`config.mk`:
```
export PLATFORM = sky130hd
export DESIGN_NAME = muldiv_unit
export DESIGN_NICKNAME = d
export VERILOG_FILES = /design/src/rtl/muldiv_pkg.sv /design/src/rtl/muldiv_step.sv /design/src/rtl/muldiv_unit.sv
export SDC_FILE = /design/constraint.sdc
export NUM_CORES = 1
export LEC_CHECK = 0
export CORE_MARGIN = 10
export CORE_UTILIZATION = 40
export DETAILED_ROUTE_END_ITERATION = 8
export PLACE_DENSITY = 0.67
export SETUP_SLACK_MARGIN = 0.02
export SYNTH_ARGS = -nofsm -noshare
export SYNTH_HDL_FRONTEND = slang
export SYNTH_SLANG_ARGS = --single-unit
export TNS_END_PERCENT = 50
```
`constraint.sdc`:
```
create_clock -name clk -period 3.7 [get_ports clk]
set_input_delay 0.74 -clock clk [delete_from_list [all_inputs] [get_ports clk]]
set_output_delay 0.74 -clock clk [all_outputs]
set_load 0.01 [all_outputs]
```
`src/rtl/muldiv_pkg.sv`:
```
// Shared types for the iterative multiply/divide unit.
// Op encodings, FSM states and iteration count.
package muldiv_pkg;

  localparam int MULDIV_ITER = 32;

  typedef enum logic [2:0] {
    OP_MULT  = 3'd0,
    OP_MULTU = 3'd1,
    OP_DIV   = 3'd2,
    OP_DIVU  = 3'd3,
    OP_MTHI  = 3'd4,
    OP_MTLO  = 3'd5
  } op_e;

  typedef enum logic [1:0] {
    S_IDLE,
    S_RUN,
    S_FIX
  } state_e;

endpackage

```
`src/rtl/muldiv_step.sv`:
```
// One shift-add (multiply) or restore-subtract (divide) iteration.
// Divide path only exists when MULDIV_DIV_EN is defined.
module muldiv_step
  import muldiv_pkg::*;
#(
  parameter int XLEN = MULDIV_ITER
) (
`ifdef MULDIV_DIV_EN
  input  logic              mul_i,
`endif
  input  logic [2*XLEN-1:0] acc_i,
  input  logic [XLEN-1:0]   opnd_i,
  output logic [2*XLEN-1:0] acc_o
);

  logic [XLEN:0]     sum;
  logic [2*XLEN-1:0] mul_nx;

  assign sum = {1'b0, acc_i[2*XLEN-1:XLEN]}
             + (acc_i[0] ? {1'b0, opnd_i} : '0);
  assign mul_nx = {sum, acc_i[XLEN-1:1]};

`ifdef MULDIV_DIV_EN
  logic [XLEN:0]     rem_sh;
  logic              ge;
  logic [XLEN-1:0]   rem_nx;
  logic [2*XLEN-1:0] div_nx;

  // Remainder in the upper half, dividend shifts out of the lower half
  assign rem_sh = acc_i[2*XLEN-1:XLEN-1];
  assign ge     = rem_sh >= {1'b0, opnd_i};
  assign rem_nx = XLEN'(rem_sh - {1'b0, opnd_i});
  assign div_nx = ge ? {rem_nx, acc_i[XLEN-2:0], 1'b1}
                     : {acc_i[2*XLEN-2:0], 1'b0};
  assign acc_o  = mul_i ? mul_nx : div_nx;
`else
  assign acc_o  = mul_nx;
`endif

endmodule

```
`src/rtl/muldiv_unit.sv`:
```
// Iterative multiply/divide unit owning HI/LO (EXE stage).
// Define MULDIV_DIV_EN to build DIV/DIVU support.
module muldiv_unit
  import muldiv_pkg::*;
#(
  parameter int XLEN = 32,
  parameter int ITER = MULDIV_ITER
) (
  input  logic              clk,
  input  logic              rst,
  input  logic              start,
  input  logic [2:0]        op,
  input  logic [XLEN-1:0]   a,
  input  logic [XLEN-1:0]   b,
  input  logic              cancel,
  output logic              busy,
  output logic              done,
  output logic [XLEN-1:0]   hi,
  output logic [XLEN-1:0]   lo,
  output logic [2*XLEN-1:0] hilo
);

  localparam int CW = $clog2(ITER);
  localparam logic [CW-1:0] LAST = CW'(ITER - 1);

  state_e            state_q, state_d;
  logic [CW-1:0]     cnt_q, cnt_d;
  logic [2*XLEN-1:0] acc_q, acc_d;
  logic [XLEN-1:0]   opnd_q, opnd_d;
  logic [XLEN-1:0]   hi_q, hi_d;
  logic [XLEN-1:0]   lo_q, lo_d;
  logic              neg_q, neg_d;
  logic              done_q, done_d;

  logic              sgn;
  logic [XLEN-1:0]   a_mag, b_mag;
  logic [2*XLEN-1:0] prod, step_acc;

  assign sgn   = (op == OP_MULT) || (op == OP_DIV);
  assign a_mag = (sgn && a[XLEN-1]) ? -a : a;
  assign b_mag = (sgn && b[XLEN-1]) ? -b : b;
  assign prod  = neg_q ? -acc_q : acc_q;

`ifdef MULDIV_DIV_EN
  logic            div_q, div_d;
  logic            rneg_q, rneg_d;
  logic            dz_q, dz_d;
  logic [XLEN-1:0] a_q, a_d;
  logic [XLEN-1:0] quo, rem;

  assign quo = neg_q ? -acc_q[XLEN-1:0] : acc_q[XLEN-1:0];
  assign rem = rneg_q ? -acc_q[2*XLEN-1:XLEN]
                      : acc_q[2*XLEN-1:XLEN];
`endif

  muldiv_step #(.XLEN(XLEN)) u_step (
`ifdef MULDIV_DIV_EN
    .mul_i  (!div_q),
`endif
    .acc_i  (acc_q),
    .opnd_i (opnd_q),
    .acc_o  (step_acc)
  );

  always_comb begin
    state_d = state_q;
    cnt_d   = cnt_q;
    acc_d   = acc_q;
    opnd_d  = opnd_q;
    hi_d    = hi_q;
    lo_d    = lo_q;
    neg_d   = neg_q;
    done_d  = 1'b0;
`ifdef MULDIV_DIV_EN
    div_d   = div_q;
    rneg_d  = rneg_q;
    dz_d    = dz_q;
    a_d     = a_q;
`endif
    unique case (state_q)
      S_IDLE: begin
        if (start && !cancel) begin
          case (op)
            OP_MULT, OP_MULTU: begin
              acc_d   = {{XLEN{1'b0}}, b_mag};
              opnd_d  = a_mag;
              neg_d   = sgn & (a[XLEN-1] ^ b[XLEN-1]);
              cnt_d   = '0;
              state_d = S_RUN;
`ifdef MULDIV_DIV_EN
              div_d   = 1'b0;
`endif
            end
`ifdef MULDIV_DIV_EN
            OP_DIV, OP_DIVU: begin
              acc_d   = {{XLEN{1'b0}}, a_mag};
              opnd_d  = b_mag;
              neg_d   = sgn & (a[XLEN-1] ^ b[XLEN-1]);
              rneg_d  = sgn & a[XLEN-1];
              dz_d    = (b == '0);
              a_d     = a;
              div_d   = 1'b1;
              cnt_d   = '0;
              state_d = S_RUN;
            end
`endif
            OP_MTHI: hi_d = a;
            OP_MTLO: lo_d = a;
            default: ;
          endcase
        end
      end
      S_RUN: begin
        if (cancel) begin
          state_d = S_IDLE;
        end else begin
          acc_d = step_acc;
          cnt_d = cnt_q + 1'b1;
          if (cnt_q == LAST) state_d = S_FIX;
        end
      end
      S_FIX: begin
        state_d = S_IDLE;
        if (!cancel) begin
          done_d = 1'b1;
`ifdef MULDIV_DIV_EN
          if (div_q && dz_q) begin
            hi_d = a_q;
            lo_d = '1;
          end else if (div_q) begin
            hi_d = rem;
            lo_d = quo;
          end else
`endif
          begin
            hi_d = prod[2*XLEN-1:XLEN];
            lo_d = prod[XLEN-1:0];
          end
        end
      end
      default: state_d = S_IDLE;
    endcase
  end

  always_ff @(posedge clk) begin
    if (rst) begin
      state_q <= S_IDLE;
      cnt_q   <= '0;
      acc_q   <= '0;
      opnd_q  <= '0;
      hi_q    <= '0;
      lo_q    <= '0;
      neg_q   <= 1'b0;
      done_q  <= 1'b0;
`ifdef MULDIV_DIV_EN
      div_q   <= 1'b0;
      rneg_q  <= 1'b0;
      dz_q    <= 1'b0;
      a_q     <= '0;
`endif
    end else begin
      state_q <= state_d;
      cnt_q   <= cnt_d;
      acc_q   <= acc_d;
      opnd_q  <= opnd_d;
      hi_q    <= hi_d;
      lo_q    <= lo_d;
      neg_q   <= neg_d;
      done_q  <= done_d;
`ifdef MULDIV_DIV_EN
      div_q   <= div_d;
      rneg_q  <= rneg_d;
      dz_q    <= dz_d;
      a_q     <= a_d;
`endif
    end
  end

  assign busy = (state_q != S_IDLE);
  assign done = done_q;
  assign hi   = hi_q;
  assign lo   = lo_q;
  assign hilo = {hi_q, lo_q};

endmodule

```
=== After elaboration in Yosys (flattened, before gate mapping) ===
Cells that the tools add are included.

* $add $sub $neg: 5
* Equality and inequality tests: 14
* Multiplexer cells: 26
* Bitwise logic cells: 3
* Reduce and logical (&&, ||, !) cells: 17

{| class="wikitable"
|+ Operators with widths
! cell !! count
|-
| $mux W32 || 9
|-
| $mux W64 || 4
|-
| $pmux W32 S2 || 2
|-
| $pmux W64 S2 || 1
|-
| $neg A32 Y32 || 2
|-
| $neg A64 Y64 || 1
|-
| $add A32 B33 Y33 || 1
|-
| $mux W5 || 3
|-
| $reduce_and A4 Y1 || 3
|-
| $pmux W5 S2 || 1
|-
| $mux W2 || 4
|-
| $eq A3 B3 Y1 const B || 2
|-
| $ne A2 B1 Y1 const B || 3
|-
| $ne A2 B2 Y1 const B || 3
|-
| $reduce_and A3 Y1 || 2
|-
| $reduce_bool A2 Y1 || 3
|-
| $add A5 B1 Y5 const B || 1
|-
| $eq A5 B5 Y1 const B || 1
|-
| $pmux W2 S2 || 1
|-
| $reduce_or A2 Y1 || 2
|-
| $eq A3 B1 Y1 const B || 1
|-
| $eq A3 B2 Y1 const B || 1
|-
| $logic_and A1 B1 Y1 || 3
|-
| $logic_not A3 Y1 || 1
|-
| 10 further kinds || 10
|}

* Bits in registers: 169
* Input port bits: 71
* Output and inout bits: 130
* Logic and storage cells: 73

=== Longest topological paths before layout ===
* Word-level depth: 7
* Mapped depth: 13
* Mapped depth without buffers: 11

=== Hierarchy ===
Synthesis repeated with hierarchy kept, for this count alone.

* Cell total of the unflattened synthesis: 1721
* Area, all modules: 12796.0 µm²

{| class="wikitable"
|+ By module, submodules not included
! module !! instances !! cells each !! area each (µm²) !! seq. area each (µm²)
|-
| muldiv_unit || 1 || 1368 || 10367.4 || 3383.2
|-
| muldiv_step || 1 || 353 || 2428.6 || 0.0
|}

=== Least setup slack after synthesis ===
No wires, ideal clock.

* Kind: reg-to-reg
* Start: register acc_q[0]
* End: register hi_q[16], in the netlist hi[16]
* Setup time: 0.101 ns
* Data arrival time: 3.114 ns
* Data required time: 3.599 ns
* Slack: 0.485 ns
* Stages on the path, launching flop included: 13
* Buffers on the path: 3
* Period minus slack after synthesis: 3.215 ns
* Cell sequence: dfxtp_1 -> clkbuf_1 -> clkbuf_1 -> inv_1 -> ha_1 -> or3b_2 -> nor4_1 -> nand4_1 -> or4_1 -> clkbuf_2 -> o41ai_1 -> xor2_1 -> o41ai_1

* Cells in the longest elaborated chain, start to end: 4

{| class="wikitable"
|+ RTL lines
! item !! line !! source
|-
| from (decl) || muldiv_unit.sv:28 || <nowiki>logic [2*XLEN-1:0] acc_q, acc_d;</nowiki>
|-
| from (signal assigned) || muldiv_unit.sv:149 || <nowiki>acc_q <= '0;</nowiki>
|-
| from (signal assigned) || muldiv_unit.sv:164 || <nowiki>acc_q <= acc_d;</nowiki>
|-
| $neg A64 Y64 || muldiv_unit.sv:42 || <nowiki>assign prod = neg_q ? -acc_q : acc_q;</nowiki>
|-
| $mux W64 || muldiv_unit.sv:42 ||
|-
| $mux W32 || muldiv_unit.sv:124 || <nowiki>if (!cancel) begin</nowiki>
|-
| $pmux W32 S2 || muldiv_unit.sv:80 || <nowiki>unique case (state_q)</nowiki>
|-
| to (signal assigned) || muldiv_unit.sv:166 || <nowiki>hi_q <= hi_d;</nowiki>
|-
| to (decl) || muldiv_unit.sv:30 || <nowiki>logic [XLEN-1:0] hi_q, hi_d;</nowiki>
|}

Every way passes these cells. The select of a mux whose other input is x is not followed.
A chain may end at the register's enable or synchronous reset.

=== Worst setup path in the final report ===
Same ends and word-level chain as after synthesis.

==> metrics list <==
- CP startpoint: acc_q[0]$_SDFFE_PP0P_
* Gates resized, CTS repair: 0
- Setup slack of the worst register-to-register path: 280 ps
- Delay of the slowest critical-path stage: 630 ps
* Count of endpoints failing setup in the final report: 0
- In the synthesized netlist the dominant register cell turns out to be dfxtp_1.
- Buffers added on ports: 200
* Number of standard cells after synthesis: 1585
- Share of total power in sequential cells: 0.429
- CTS tree: yes
- For this run, the total global-route usage over all layers was measured as 0.2340.
- The Yosys step of the flow raised 0 warnings.
* Largest net degree at the start of global routing: 84
* Via-per-instance ratio: 5.941
- Most common cell type on the critical path: o41ai_1
- Arrival time at the worst endpoint: 3780 ps
* Critical register-to-register path endpoint: hi[16]$_SDFFE_PP0P_
* Async S/R FF share, synth: 0
* Clk network pwr share: 0.420
* RSZ-0062 raised after global routing: false
- The run finished with clean final reports.
* Sequential area share after synthesis: 0.2844
- EDFF count, synth: 0
* Syn nets: 1694
* 1st-pass router iterations: 9
- Clock tree sinks: 169
- The core region is 29480 µm².
- Residual DRC count: 0
- For this design the ratio of total power to cell area is 300.7 nW/µm².
* Post-route ant nets: 0
- Count of buffers added by post-CTS timing repair for setup: 0
- Internal power comes to 3.042 mW.
- Top Family by Delay on Critical Path: simple AND/OR/NAND/NOR gates
- IR analysis of the VDD net gives a maximum drop of 0.0003416 V.
- The number of global-route vias before repair is 11960.
- The H-tree generated during clock tree synthesis spans 4 levels.
- Fraction of final layout cells sized beyond drive strength 1: 0.07251
- Of the total power, the share spent switching nets is 0.3142.
- The share of total power dissipated in combinational logic is 0.152.
* Reg-to-reg startpoint: acc_q[0]$_SDFFE_PP0P_
- The largest individual stage delay along the critical path comes from the cell or4_1.
- The hold violation count in the final report was 0.
* Total Die Area: 37040 µm²
* Total number of placement rows: 63
- Final setup margin: 277.4 ps
* Antenna diodes: 0
- Yosys mapped the design onto 72 distinct sky130hd cell types.
- Yosys attributes the largest share of cell area to dfxtp_1, nor2_1, a21oi_1, xor2_1, xnor2_1.
- The first global-routing pass estimated 68460 µm of wire.
* Pre-CTS setup slack: 56.40 ps
* Largest area contributor in the netlist: dfxtp_1
* Critical path class: reg2reg
- For the worst-skew pair, the clock arrives at the later sink with an insertion delay of 460 ps.
- In this run the worst path has a maximum fanout of 7.
- The detailed router finished its first iteration with 1376 violations.
* Clock transition at the registers of the reported paths: 80 ps
- Averaged over all synthesized cells, the footprint is 7.506 µm².
- Synthesis inferred 169 register bits.
- For this design, the CTS-stage hold fixing added 0 buffers.
- Routability-driven placement finished with a final weighted congestion of 0.9652.
* Area growth from synthesis to layout: 23.98%
- Die height: 192.5 µm
- The number of buffers and inverters on the critical path is 2.
* Max capacitance violation total: 0
* Fin Clk Skew: 15.03 ps
* Reported leakage power: 5.467 nW
- Area share of the largest cell type after synthesis: 0.2844
- I/O Pins: 201
- After global routing the overflow that remains totals 0.
* Synthesized area: 11900 µm²
- Total Wirelength: 44980 µm
- Counting cells, the worst reg-to-reg path comes to 10.
* TNS Setup: 0 ps
- Of the available clock period, the critical path in the final layout requires 0.9250.
- WL/cell: 21.28 µm
* Share of the core filled with cells in the final layout: 0.5003
- The min-delay analysis places its worst path in the category reg2reg.
* Critical Path Start Type: flop
- Stages on worst setup path: 10
* Initial antenna violation count: 1
* Via Count: 12560
- Derived from the worst setup path, the maximum achievable clock frequency is 292.2 MHz.
- Clock tree synthesis selected as its root buffer the cell clkbuf_16.
- STA puts the critical path data required time at 4060 ps.
* Post-DP HPWL: 35000 µm
- Total CTS buffers: 17
- Final max-slew violation count: 0
- Buffer levels on the longest clock path: 2
* Most common cell in the netlist: nor2_1
- By count the netlist is led by nor2_1, dfxtp_1, a21oi_1, nand2_1, o21ai_0.
* Critical path endpoint category: flop
- Final #Nets: 1820
- Slew at the pin closest to its max-slew limit: 916.8 ps
- In this run the horizontal extent of the chip is 192.5 µm.
* Switching power of the nets: 1.393 mW
* Effective utilization at floorplan: 0.4036
* Headroom to the max-slew limit: 0.3888
- Final worst path period need: 3423 ps
* Timing endpoint of the critical path: hi[16]$_SDFFE_PP0P_
- Traced cell by cell, the critical path runs through inv_1 -> ha_1 -> or3b_2 -> nor4_1 -> buf_4 -> nand4_1 -> or4_1 -> o41ai_1 -> xor2_1 -> o41ai_1.
-- power groups by stage --
| stage | sequential, mW | clock (mW) | combinational (mW) |
|---|---|---|---|
| final | 1.90 | 1.86 | 0.674 |
| after global routing | 1.91 | 1.95 | 0.723 |
| after CTS | 1.90 | 1.87 | 0.660 |
| after detailed placement | 1.94 | 0 | 0.657 |
| after global placement | 1.94 | 0 | 0.652 |
| after floorplan | 1.93 | 0 | 0.356 |
-- layer usage --
layer / routed length (µm) / share of wire / vias to the layer above / GRT usage
met5: 13 / 0.00029 / - / 0
met4: 2229 / 0.050 / 2 / 0.1145
met3: 3904 / 0.087 / 113 / 0.03975
met2: 20040 / 0.45 / 657 / 0.3673
met1: 18790 / 0.42 / 5843 / 0.3046
li1: - / - / 5944 / -
-- stage by stage --
step / hold WS (ps) / instance area (µm²) / power, mW / cells
after global placement: 438.7 / 14140 / 2.591 / 2082
after detailed placement: 447.0 / 14140 / 2.598 / 2082
final: 462.0 / 14750 / 4.435 / 2114
after global routing: 480.1 / 14750 / 4.578 / 2114
after CTS: 458.7 / 14750 / 4.430 / 2114
after floorplan: 427.3 / 11900 / 2.283 / 1585
-- area by class of cell --
class | count | area (µm²)
multi-input combinational | 1232 | 7631
sequential | 169 | 3385
tap | 390 | 488.0
inverter | 21 | 78.83
timing repair buffer | 270 | 2562
fill | 2903 | 14730
clock inverter | 15 | 180.2
clock buffer | 17 | 425.4
-- kinds of logic after synthesis --
family | Yosys count | share of synthesized area
AO/OA/AOI/OAI | 481 | 0.2609
buffers and inverters | 184 | 0.07835
adder cells (fa/ha/maj) | 38 | 0.04059
XOR/XNOR | 133 | 0.09791
flip-flops | 169 | 0.2844
multiplexers | 6 | 0.005048
AND/OR/NAND/NOR | 574 | 0.2328
-- sequential cells by signal, indices dropped and copies added, names as in the netlist --
| signal | cells |
|---|---|
| hi | 32 |
| opnd_q | 32 |
| neg_q | 1 |
| cnt_q | 5 |
| state_q | 2 |
| lo | 32 |
| acc_q | 64 |
| done | 1 |
-- placed cells by master (no fill, tap or decap), drive strengths merged, types with 24 or more instances in the layout --
master         instances
dfxtp                169
nand3                 26
clkdlybuf4s50        199
nor3                  42
nor2                 200
a211oi                69
a21oi                141
xnor2                 65
nand2                136
ha                    37
buf                   71
o21ai                 97
and2                  35
o31ai                 29
inv                   27
xor2                  68
or4                   24
-- worst min-delay path by stage --
| stage | end | from | cells after the start | slack (ps) |
|---|---|---|---|---|
| final | opnd_q[28]$_SDFFE_PP0P_ | opnd_q[28]$_SDFFE_PP0P_ | 2 | 460 |
| after CTS | opnd_q[28]$_SDFFE_PP0P_ | opnd_q[28]$_SDFFE_PP0P_ | 2 | 460 |
| after floorplan | opnd_q[26]$_SDFFE_PP0P_ | opnd_q[26]$_SDFFE_PP0P_ | 2 | 430 |
| after global routing | opnd_q[31]$_SDFFE_PP0P_ | opnd_q[31]$_SDFFE_PP0P_ | 2 | 480 |
| after detailed placement | opnd_q[26]$_SDFFE_PP0P_ | opnd_q[26]$_SDFFE_PP0P_ | 2 | 450 |
| after global placement | opnd_q[0]$_SDFFE_PP0P_ | opnd_q[0]$_SDFFE_PP0P_ | 2 | 440 |
-- worst min-delay path, cell delays in order, from the launching register on --
cell	delay, ps
dfxtp_1	320
nand2_1	50
a21oi_1	50
(Power assumes the default switching activity.)
